**config.mk**
```make
export PLATFORM = sky130hd
export DESIGN_NAME = bitwise_logic_accum
export DESIGN_NICKNAME = d
export VERILOG_FILES = /design/src/rtl/logic_accum_pkg.sv /design/src/rtl/bitwise_logic_op.sv /design/src/rtl/bitwise_logic_accum.sv
export SDC_FILE = /design/constraint.sdc
export NUM_CORES = 1
export LEC_CHECK = 0
export CORE_ASPECT_RATIO = 1.1
export CORE_MARGIN = 2
export CORE_UTILIZATION = 40
export DETAILED_ROUTE_END_ITERATION = 8
export GPL_TIMING_DRIVEN = 0
export MAX_ROUTING_LAYER = met4
export PLACE_DENSITY = 0.69
export SYNTH_ARGS = -nofsm -noshare
export SYNTH_HDL_FRONTEND = slang
export SYNTH_SLANG_ARGS = --single-unit
export TNS_END_PERCENT = 50
```
**constraint.sdc**
```tcl
create_clock -name clk -period 2.6 [get_ports clk]
set_input_delay 0.52 -clock clk [delete_from_list [all_inputs] [get_ports clk]]
set_output_delay 0.52 -clock clk [all_outputs]
set_load 0.02 [all_outputs]
```
**src/rtl/logic_accum_pkg.sv**
```systemverilog
// Shared constants for the bitwise fold accumulator.
// Holds the operation encodings seen on in_op/out_op and the FSM state
// encodings used by bitwise_logic_accum.
package logic_accum_pkg;

  localparam logic [1:0] OP_AND = 2'b00;
  localparam logic [1:0] OP_OR  = 2'b01;
  localparam logic [1:0] OP_XOR = 2'b10;
  localparam logic [1:0] OP_NOR = 2'b11;

  localparam logic [1:0] S_IDLE  = 2'b00;
  localparam logic [1:0] S_ACCUM = 2'b01;
  localparam logic [1:0] S_HOLD  = 2'b10;

endpackage

```
**src/rtl/bitwise_logic_op.sv**
```systemverilog
// Combinational two-operand bitwise operator.
// Ports:
//   a, b : WIDTH-bit operands
//   op   : 2-bit operation select (AND/OR/XOR/NOR)
//   y    : WIDTH-bit result
// NOR is evaluated as OR here: the fold keeps a plain OR running total and
// the single inversion is applied once when the result is presented.
module bitwise_logic_op
  import logic_accum_pkg::*;
#(
  parameter int WIDTH = 32
) (
  input  logic [WIDTH-1:0] a,
  input  logic [WIDTH-1:0] b,
  input  logic [1:0]       op,
  output logic [WIDTH-1:0] y
);

  always_comb begin
    y = '0;
    case (op)
      OP_AND:  y = a & b;
      OP_OR:   y = a | b;
      OP_XOR:  y = a ^ b;
      OP_NOR:  y = a | b;
      default: y = '0;
    endcase
  end

endmodule

```
**src/rtl/bitwise_logic_accum.sv**
```systemverilog
// Multi-operand bitwise fold accumulator.
// Accepts a stream of operand beats on a valid/ready input, folds them with
// the operation chosen on the first beat, and returns one registered result
// per transaction on a valid/ready output.
// Ports:
//   clk, reset            : clock (rising edge), async active-high reset
//   in_valid/in_ready     : operand handshake (in_ready is combinational)
//   in_data, in_op, in_last : operand, op select (first beat), final-beat flag
//   out_valid/out_ready   : result handshake
//   out_data, out_op, out_count : folded result, op used, operand count
//
// state   | meaning
// S_IDLE  | waiting for the first beat of a transaction
// S_ACCUM | folding further beats into the accumulator
// S_HOLD  | result presented, waiting for the consumer
module bitwise_logic_accum
  import logic_accum_pkg::*;
#(
  parameter  int WIDTH   = 32,
  parameter  int NUM_OPS = 4,
  localparam int CNT_W   = $clog2(NUM_OPS + 1)
) (
  input  logic             clk,
  input  logic             reset,
  input  logic             in_valid,
  output logic             in_ready,
  input  logic [WIDTH-1:0] in_data,
  input  logic [1:0]       in_op,
  input  logic             in_last,
  output logic             out_valid,
  input  logic             out_ready,
  output logic [WIDTH-1:0] out_data,
  output logic [1:0]       out_op,
  output logic [CNT_W-1:0] out_count
);

  localparam logic [CNT_W-1:0] MAX_CNT = CNT_W'(NUM_OPS);

  logic [1:0]       r_state;
  logic [WIDTH-1:0] r_acc;
  logic [1:0]       r_op;
  logic [CNT_W-1:0] r_cnt;
  logic             r_out_valid;
  logic [WIDTH-1:0] r_out_data;
  logic [1:0]       r_out_op;
  logic [CNT_W-1:0] r_out_count;

  logic             w_beat;
  logic             w_first;
  logic [WIDTH-1:0] w_op_result;
  logic [WIDTH-1:0] w_fold;
  logic [1:0]       w_op_cur;
  logic [CNT_W-1:0] w_cnt_next;
  logic             w_done;

  assign in_ready  = (r_state != S_HOLD);
  assign out_valid = r_out_valid;
  assign out_data  = r_out_data;
  assign out_op    = r_out_op;
  assign out_count = r_out_count;

  assign w_beat  = in_valid && in_ready;
  assign w_first = (r_state == S_IDLE);

  bitwise_logic_op #(.WIDTH(WIDTH)) u_op (
    .a  (r_acc),
    .b  (in_data),
    .op (r_op),
    .y  (w_op_result)
  );

  // The first beat seeds the accumulator directly so nothing from a previous
  // transaction can leak into the new result.
  assign w_fold     = w_first ? in_data : w_op_result;
  assign w_op_cur   = w_first ? in_op : r_op;
  assign w_cnt_next = w_first ? CNT_W'(1) : r_cnt + CNT_W'(1);
  assign w_done     = in_last || (w_cnt_next == MAX_CNT);

  always_ff @(posedge clk or posedge reset) begin
    if (reset) begin
      r_state     <= S_IDLE;
      r_acc       <= '0;
      r_op        <= OP_AND;
      r_cnt       <= '0;
      r_out_valid <= 1'b0;
      r_out_data  <= '0;
      r_out_op    <= OP_AND;
      r_out_count <= '0;
    end else begin
      case (r_state)
        S_IDLE, S_ACCUM: begin
          if (w_beat) begin
            r_acc <= w_fold;
            r_op  <= w_op_cur;
            r_cnt <= w_cnt_next;
            if (w_done) begin
              // Result registers load with the final fold so out_valid rises
              // the cycle after the last beat.
              r_state     <= S_HOLD;
              r_out_valid <= 1'b1;
              r_out_data  <= (w_op_cur == OP_NOR) ? ~w_fold : w_fold;
              r_out_op    <= w_op_cur;
              r_out_count <= w_cnt_next;
            end else begin
              r_state <= S_ACCUM;
            end
          end
        end
        S_HOLD: begin
          if (out_ready) begin
            r_state     <= S_IDLE;
            r_out_valid <= 1'b0;
          end
        end
        default: begin
          r_state     <= S_IDLE;
          r_out_valid <= 1'b0;
        end
      endcase
    end
  end

endmodule

```
==> metrics, run 1 <==
Initial DRC Count 314; antenna-violating nets left 0; Placeable Area 13,200 um^2; Synth Flop Type dfrtp_1; Mean Syn Cell Area 8.71 um^2; setup ws final about 0.14 ns; Cells after Synth 623; Seq pwr share 28.2%; hold buffers post-CTS 0; Worst Path Required 2.08 ns; switch share about two fifths; Max Clock Freq 407 MHz; crit path DAT 1.94 ns; met3 Resource Use GR 3.61%; number of fill cells in the layout 1,248; first-pass GRT wire length 25.3 mm; met1 Use GR 27.9%; internal power approximately 4400 uW; vias per cell between 5 and 6; Initial Util 41.1%; met2 usage 37.7%; DRC viols 0; mux share of post-synthesis cell area 6.66%; largest net degree at the start of global routing 45; final wirelength 15.8 mm; final hold viol count 0; final worst-path cycle share between 90% and 100%; max_cap viols 0; root buffer cell clkbuf_16; type of origin of the critical path register; Slew Limit Fails 0; Setup Viol. Count Final 0; EDFF count, synth 0; number of diodes 0; Skew-Pair Late Insertion Delay 0.35 ns; clock tree buffer depth 2; I/O pin total 78; DR WL/cell 18.0 um; full die area 14,500 um^2; Most Used Layer, Global Route met2; Area Overhead vs Synth 24.7%; Final Net Count a little over 800; Synth Area in Compound Gates 24.2%; CP max FO 10; Leak ~0.0031 uW; Die Span X 115 um; total track usage roughly 23%; HP Class reg -> reg; worst rel slew slack 40.6%; H-tree lvl count 3; CTS sink cnt between 70 and 80; layout cells sized above 1 6.56%; fin crit period around 2.5 ns; GRT overflow 0; PwrDens 1110 nW/um^2; port bufs 77; initial antenna violation count 0; CTS clk-pin slew, worst paths 0.06 ns; peak supply drop 0.436 mV; RSZ-0062 raised after global routing no; Switch Pwr roughly 3200 uW; number of synthesized register bits 77; main combinational cell family by area after synthesis compound AO/OA/AOI/OAI gates; clock skew 0.00729 ns; Comb pwr share 52.1%; Placement Setup Slack -0.0734 ns; Worst Path Class, Setup reg -> out; synth warn 0; adder-cell share of the synthesized area 15.0%; vias in the first global route 5,119; Placer Congestion between 0.9 and 1; Least-Margin Pin Slew 0.887 ns; First-pass DRT Iterations 7; total CTS buffers 9; # rows 44; Netlist cell types 33; setup tns final 0 ns; DR vias 4,994; Hold WS 0.508 ns; CTS tree yes; asr flop ratio synth 100%; status completed; synthesized area 5430 um^2; Simple-Gate Fraction of Synth Area 9.40%; Post-DP HPWL 11.3 mm; # Post-CTS Setup Buffers 0; xor/xnor share of the synthesized area 0.161%; Post-Syn Nets 727; Clock power frac roughly a fifth; Chip Height 126 um; CP Capture Type output pin; Seq/Total Area, Yosys 35.5%
-- path summary, 6_finish.rpt --
| path | endpoint | from | slack, ns | cells past startpoint |
|---|---|---|---|---|
| min in group asynchronous | r_acc[23]$_DFFE_PP0P_ | reset | 0.54 | 2 |
| setup reg to reg | out_data[19]$_DFFE_PP0P_ | r_state[0]$_DFFE_PP0P_ | 0.30 | 6 |
| max in group asynchronous | r_acc[14]$_DFFE_PP0P_ | reset | 1.47 | 3 |
| hold / removal | out_valid$_DFFE_PP0P_ | out_valid$_DFFE_PP0P_ | 0.51 | 1 |
| hold reg to reg | out_valid$_DFFE_PP0P_ | out_valid$_DFFE_PP0P_ | 0.51 | 1 |
| setup / recovery | in_ready | r_state[1]$_DFFE_PP0P_ | 0.14 | 4 |
-- critical path: stages, from the launching register on --
cell and delay, ns:
dfrtp_1 0.34, clkbuf_1 0.27, clkbuf_2 0.31, nand2b_1 0.11, clkdlybuf4s50_1 0.55
-- power groups by stage --
stage / clock [uW] / sequential [uW] / combinational [uW]
after floorplan: 0 / 2400 / 2170
after global placement: 0 / 2110 / 3720
after detailed placement: 0 / 2140 / 3890
after CTS: 1500 / 2120 / 3920
after global routing: 1550 / 2190 / 4310
final: 1490 / 2120 / 3930
-- flip-flops by register name, indices dropped and copies added (netlist names) --
name,flops
out_op,2
out_count,3
out_data,32
out_valid,1
r_cnt,3
r_acc,32
r_state,2
r_op,2
-- Yosys cell counts (17+ instances only) --
cell type / n / share of area, %
a21oi_1: 52 / 4.8
a31oi_1: 44 / 5.1
clkbuf_1: 28 / 1.9
dfrtp_1: 77 / 35
ha_1: 65 / 15
inv_1: 67 / 4.6
mux2i_1: 26 / 4.8
nand2_1: 25 / 1.7
nor2_1: 35 / 2.4
o21ai_0: 80 / 7.4
o2bb2ai_1: 17 / 2.7
or3_1: 24 / 2.8
-- placed cells by master, fill, tap and decap left out, drive strengths merged, types with 3 or more instances in the layout --
cell type and instances:
a211oi 7, nand3 9, o211ai 9, o2bb2ai 17
dfrtp 77, a31oi 44, bufinv 3, mux2i 26
inv 67, and2 8, mux2 9, o21ai 81
clkdlybuf4s50 77, ha 65, clkbuf 40, nand2 25
or3 24, nor2 35, a21oi 52, buf 20
a21o 9
-- final cells by class --
cell class	instances	area, um^2	share of cell area, %
buffer	47	238	3.51
clock buffer	12	246	3.64
inverter	68	258	3.81
clock inverter	4	95.1	1.40
tap	161	201	2.98
multi-input combinational	430	3010	44.4
sequential	77	1930	28.5
timing repair buffer	78	798	11.8
-- routing by layer --
metal  vias up  share of wire, %
met1      2417                42
met4         0               2.4
li1       2364                 -
met2       177                50
met3        36               5.2
met5         -                 0
-- per-stage QoR --
| step | total power [uW] | cells | area [um^2] | utilization, % |
|---|---|---|---|---|
| 2_1_floorplan | 4570 | 623 | 5430 | - |
| 3_3_place_gp | 5830 | 861 | 6400 | 48.4 |
| 3_5_place_dp | 6030 | 862 | 6430 | 48.7 |
| 4_1_cts | 7540 | 878 | 6770 | 51.3 |
| 5_1_grt | 8060 | 877 | 6770 | 51.2 |
| 6_report | 7540 | 877 | 6770 | 51.2 |
-- what timing repair did --
item,in CTS,in global routing
gates cloned,0,0
resized for setup,1,0
endpoints found under the setup margin,1,1
-- cells by family (layout without fill, tap and decap cells) --
kind of cell	Yosys count	count (layout)
multiplexers	35	35
flip-flops	77	77
AO/OA/AOI/OAI	222	222
buffers and inverters	116	209
XOR/XNOR	1	1
AND/OR/NAND/NOR	107	107
adder cells (fa/ha/maj)	65	65
Note: power is estimated with default switching activity, not from simulation.
==> inputs of run 2 (changes only) <==
--- a/config.mk
+++ b/config.mk
@@ -7,11 +7,10 @@
 export LEC_CHECK = 0
 export CORE_ASPECT_RATIO = 1.1
 export CORE_MARGIN = 2
-export CORE_UTILIZATION = 40
+export CORE_UTILIZATION = 50
 export DETAILED_ROUTE_END_ITERATION = 8
-export GPL_TIMING_DRIVEN = 0
 export MAX_ROUTING_LAYER = met4
-export PLACE_DENSITY = 0.69
+export PLACE_DENSITY = 0.82
 export SYNTH_ARGS = -nofsm -noshare
 export SYNTH_HDL_FRONTEND = slang
 export SYNTH_SLANG_ARGS = --single-unit
==> run 2 against run 1 <==
Net effect:
- wire length shrank 9.3%
- combinational power shrank 5.1%
- critical path depth grew 1
- sequential power grew 4%
- sequential share of layout area grew 0.70 points
- largest cell class unchanged
- largest power group unchanged
- highest routed layer unchanged
==> metrics, run 2 (synthesized netlist as in run 1, its figures left out) <==
final wirelength 14.3 mm (was 15.8 mm); internal power 4260 uW (was 4380 uW); # rows 39 (was 44); Post-Place Cell Area 6290 um^2 (was 6430 um^2); Clock power frac 18.8% (was 19.7%); Placer Congestion 0.826 (was 0.918); largest net degree at the start of global routing 103 (was 45); I/O pin total 78 (unchanged); Skew-Pair Late Insertion Delay 0.35 ns (about the same); first-pass GRT wire length 23.6 mm (was 25.3 mm); First-pass DRT Iterations 4 (was 7); commonest non-fill, non-tap cells in the layout o21ai_0 (80), clkdlybuf4s50_1 (77), dfrtp_1 (76) (was o21ai_0 (80), clkdlybuf4s50_1 (77), dfrtp_1 (77)); vias in the first global route 4,958 (was 5,119); Leak 0.00300 uW (was 0.00306 uW); CTS tree yes (unchanged); GRT overflow 0 (unchanged); RSZ-0062 raised after global routing no (unchanged); total track usage 26.1% (was 23.0%); Least-Margin Pin Slew 0.596 ns (was 0.887 ns); DR WL/cell 17.3 um (was 18.0 um); Slew Limit Fails 0 (unchanged); max_cap viols 0 (unchanged); commonest non-fill, non-tap cell in the layout o21ai_0 (unchanged); Comb pwr share 51.0% (was 52.1%); H-tree lvl count 3 (unchanged); Placed Instances 811 (was 862); Area Overhead vs Synth 21.8% (was 24.7%); # Post-CTS Setup Buffers 0 (unchanged); initial antenna violation count 0 (unchanged); Switch Pwr 3070 uW (was 3160 uW); root buffer cell clkbuf_16 (unchanged); CP max FO 20 (was 10); Placeable Area 10,500 um^2 (was 13,200 um^2); PwrDens 1110 nW/um^2 (about the same); final non-filler cell area 6610 um^2 (was 6770 um^2); hold buffers post-CTS 0 (unchanged); vias per cell 5.92 (was 5.69); HP Class reg -> reg (unchanged); clock skew 0.0128 ns (was 0.00729 ns); type of origin of the critical path register (unchanged); Seq pwr share 30.2% (was 28.2%); worst rel slew slack 60.2% (was 40.6%); Max Clock Freq 474 MHz (was 407 MHz); Initial Util 51.7% (was 41.1%); Chip Height 113 um (was 126 um); DRC viols 0 (unchanged); DR vias 4,894 (was 4,994); Initial DRC Count 203 (was 314); final hold viol count 0 (unchanged); Worst Path Required 2.80 ns (was 2.08 ns); full die area 11,700 um^2 (was 14,500 um^2); post-cts resize count 0 (was 1); Post-Layout Cell Count 827 (was 877); crit path DAT 2.30 ns (was 1.94 ns); number of diodes 0 (unchanged); total CTS buffers 9 (unchanged); clock tree buffer depth 2 (unchanged); Setup Viol. Count Final 0 (unchanged); layout cells sized above 1 6.73% (was 6.56%); Die Span X 103 um (was 115 um); switch share 41.9% (about the same); CTS clk-pin slew, worst paths 0.07 ns (was 0.06 ns); final worst-path cycle share 81.1% (was 94.6%); setup tns final 0 ns (unchanged); fin crit period 2.11 ns (was 2.46 ns); Post-DP HPWL 9.38 mm (was 11.3 mm); CTS sink cnt 77 (unchanged); status completed (unchanged); port bufs 77 (unchanged); CP Capture Type register (was output pin); antenna-violating nets left 0 (unchanged); Final Net Count 783 (was 815); Worst Path Class, Setup reg -> reg (was reg -> out); peak supply drop 0.519 mV (was 0.436 mV)
## run 2: cell types whose count changed in the layout (fill, tap and decap cells not counted), sizes merged
cell	delta
inv	-1
buf	-4
clkbuf	-28
clkinv	+1
clkinvlp	+1
bufinv	-1
## run 2: final cells by class
cell class	count	area [um^2]
Fill cell	878	3880
Multi-Input combinational cell	430	3010
Sequential cell	77	1930
Timing Repair Buffer	93	916
Inverter	68	256
Clock buffer	12	246
Tap cell	143	179
Clock inverter	4	72.6
## run 2: per-stage QoR
step	util, %	hold slack [ns]	worst slack, ns	total power [uW]
floorplan	-	0.454	0.113	4570
global placement	60.0	0.468	0.359	5680
detailed placement	60.0	0.481	0.285	5920
CTS	63.0	0.498	0.520	7330
global route	63.0	0.510	0.383	7860
finish	63.0	0.501	0.491	7330
## run 2: metal layers
layer  GRT usage [%]  part of all wire (%)  vias up
li1                -                     -     2311
met1            32.5                    42     2378
met2            42.7                    50      179
met3            3.27                   5.3       26
met4            10.9                   2.1        0
met5               -                     0        -
## run 2: final timing paths
path / startpoint / endpoint / slack (ns) / cells past startpoint
max: r_op[1]$_DFFE_PP0P_ / out_data[17]$_DFFE_PP0P_ / 0.49 / 5
min: out_valid$_DFFE_PP0P_ / out_valid$_DFFE_PP0P_ / 0.50 / 1
max reg2reg: r_op[1]$_DFFE_PP0P_ / out_data[17]$_DFFE_PP0P_ / 0.49 / 5
min reg2reg: out_valid$_DFFE_PP0P_ / out_valid$_DFFE_PP0P_ / 0.50 / 1
max in group asynchronous: reset / out_data[22]$_DFFE_PP0P_ / 1.42 / 3
min in group asynchronous: reset / r_acc[20]$_DFFE_PP0P_ / 0.54 / 2
## run 2: power groups by stage
stage	clock [uW]	sequential (uW)	combinational (uW)
2_1_floorplan	0	2400	2170
3_3_place_gp	0	2170	3500
3_5_place_dp	0	2210	3710
4_1_cts	1390	2200	3740
5_1_grt	1430	2270	4160
6_report	1380	2210	3730
## run 2: critical path, cell delays in order, from the launching register on
cell and delay (ns):
dfrtp_2 0.75, buf_4 0.34, mux2_2 0.36, o211ai_1 0.27, a21o_1 0.17, a31oi_1 0.07
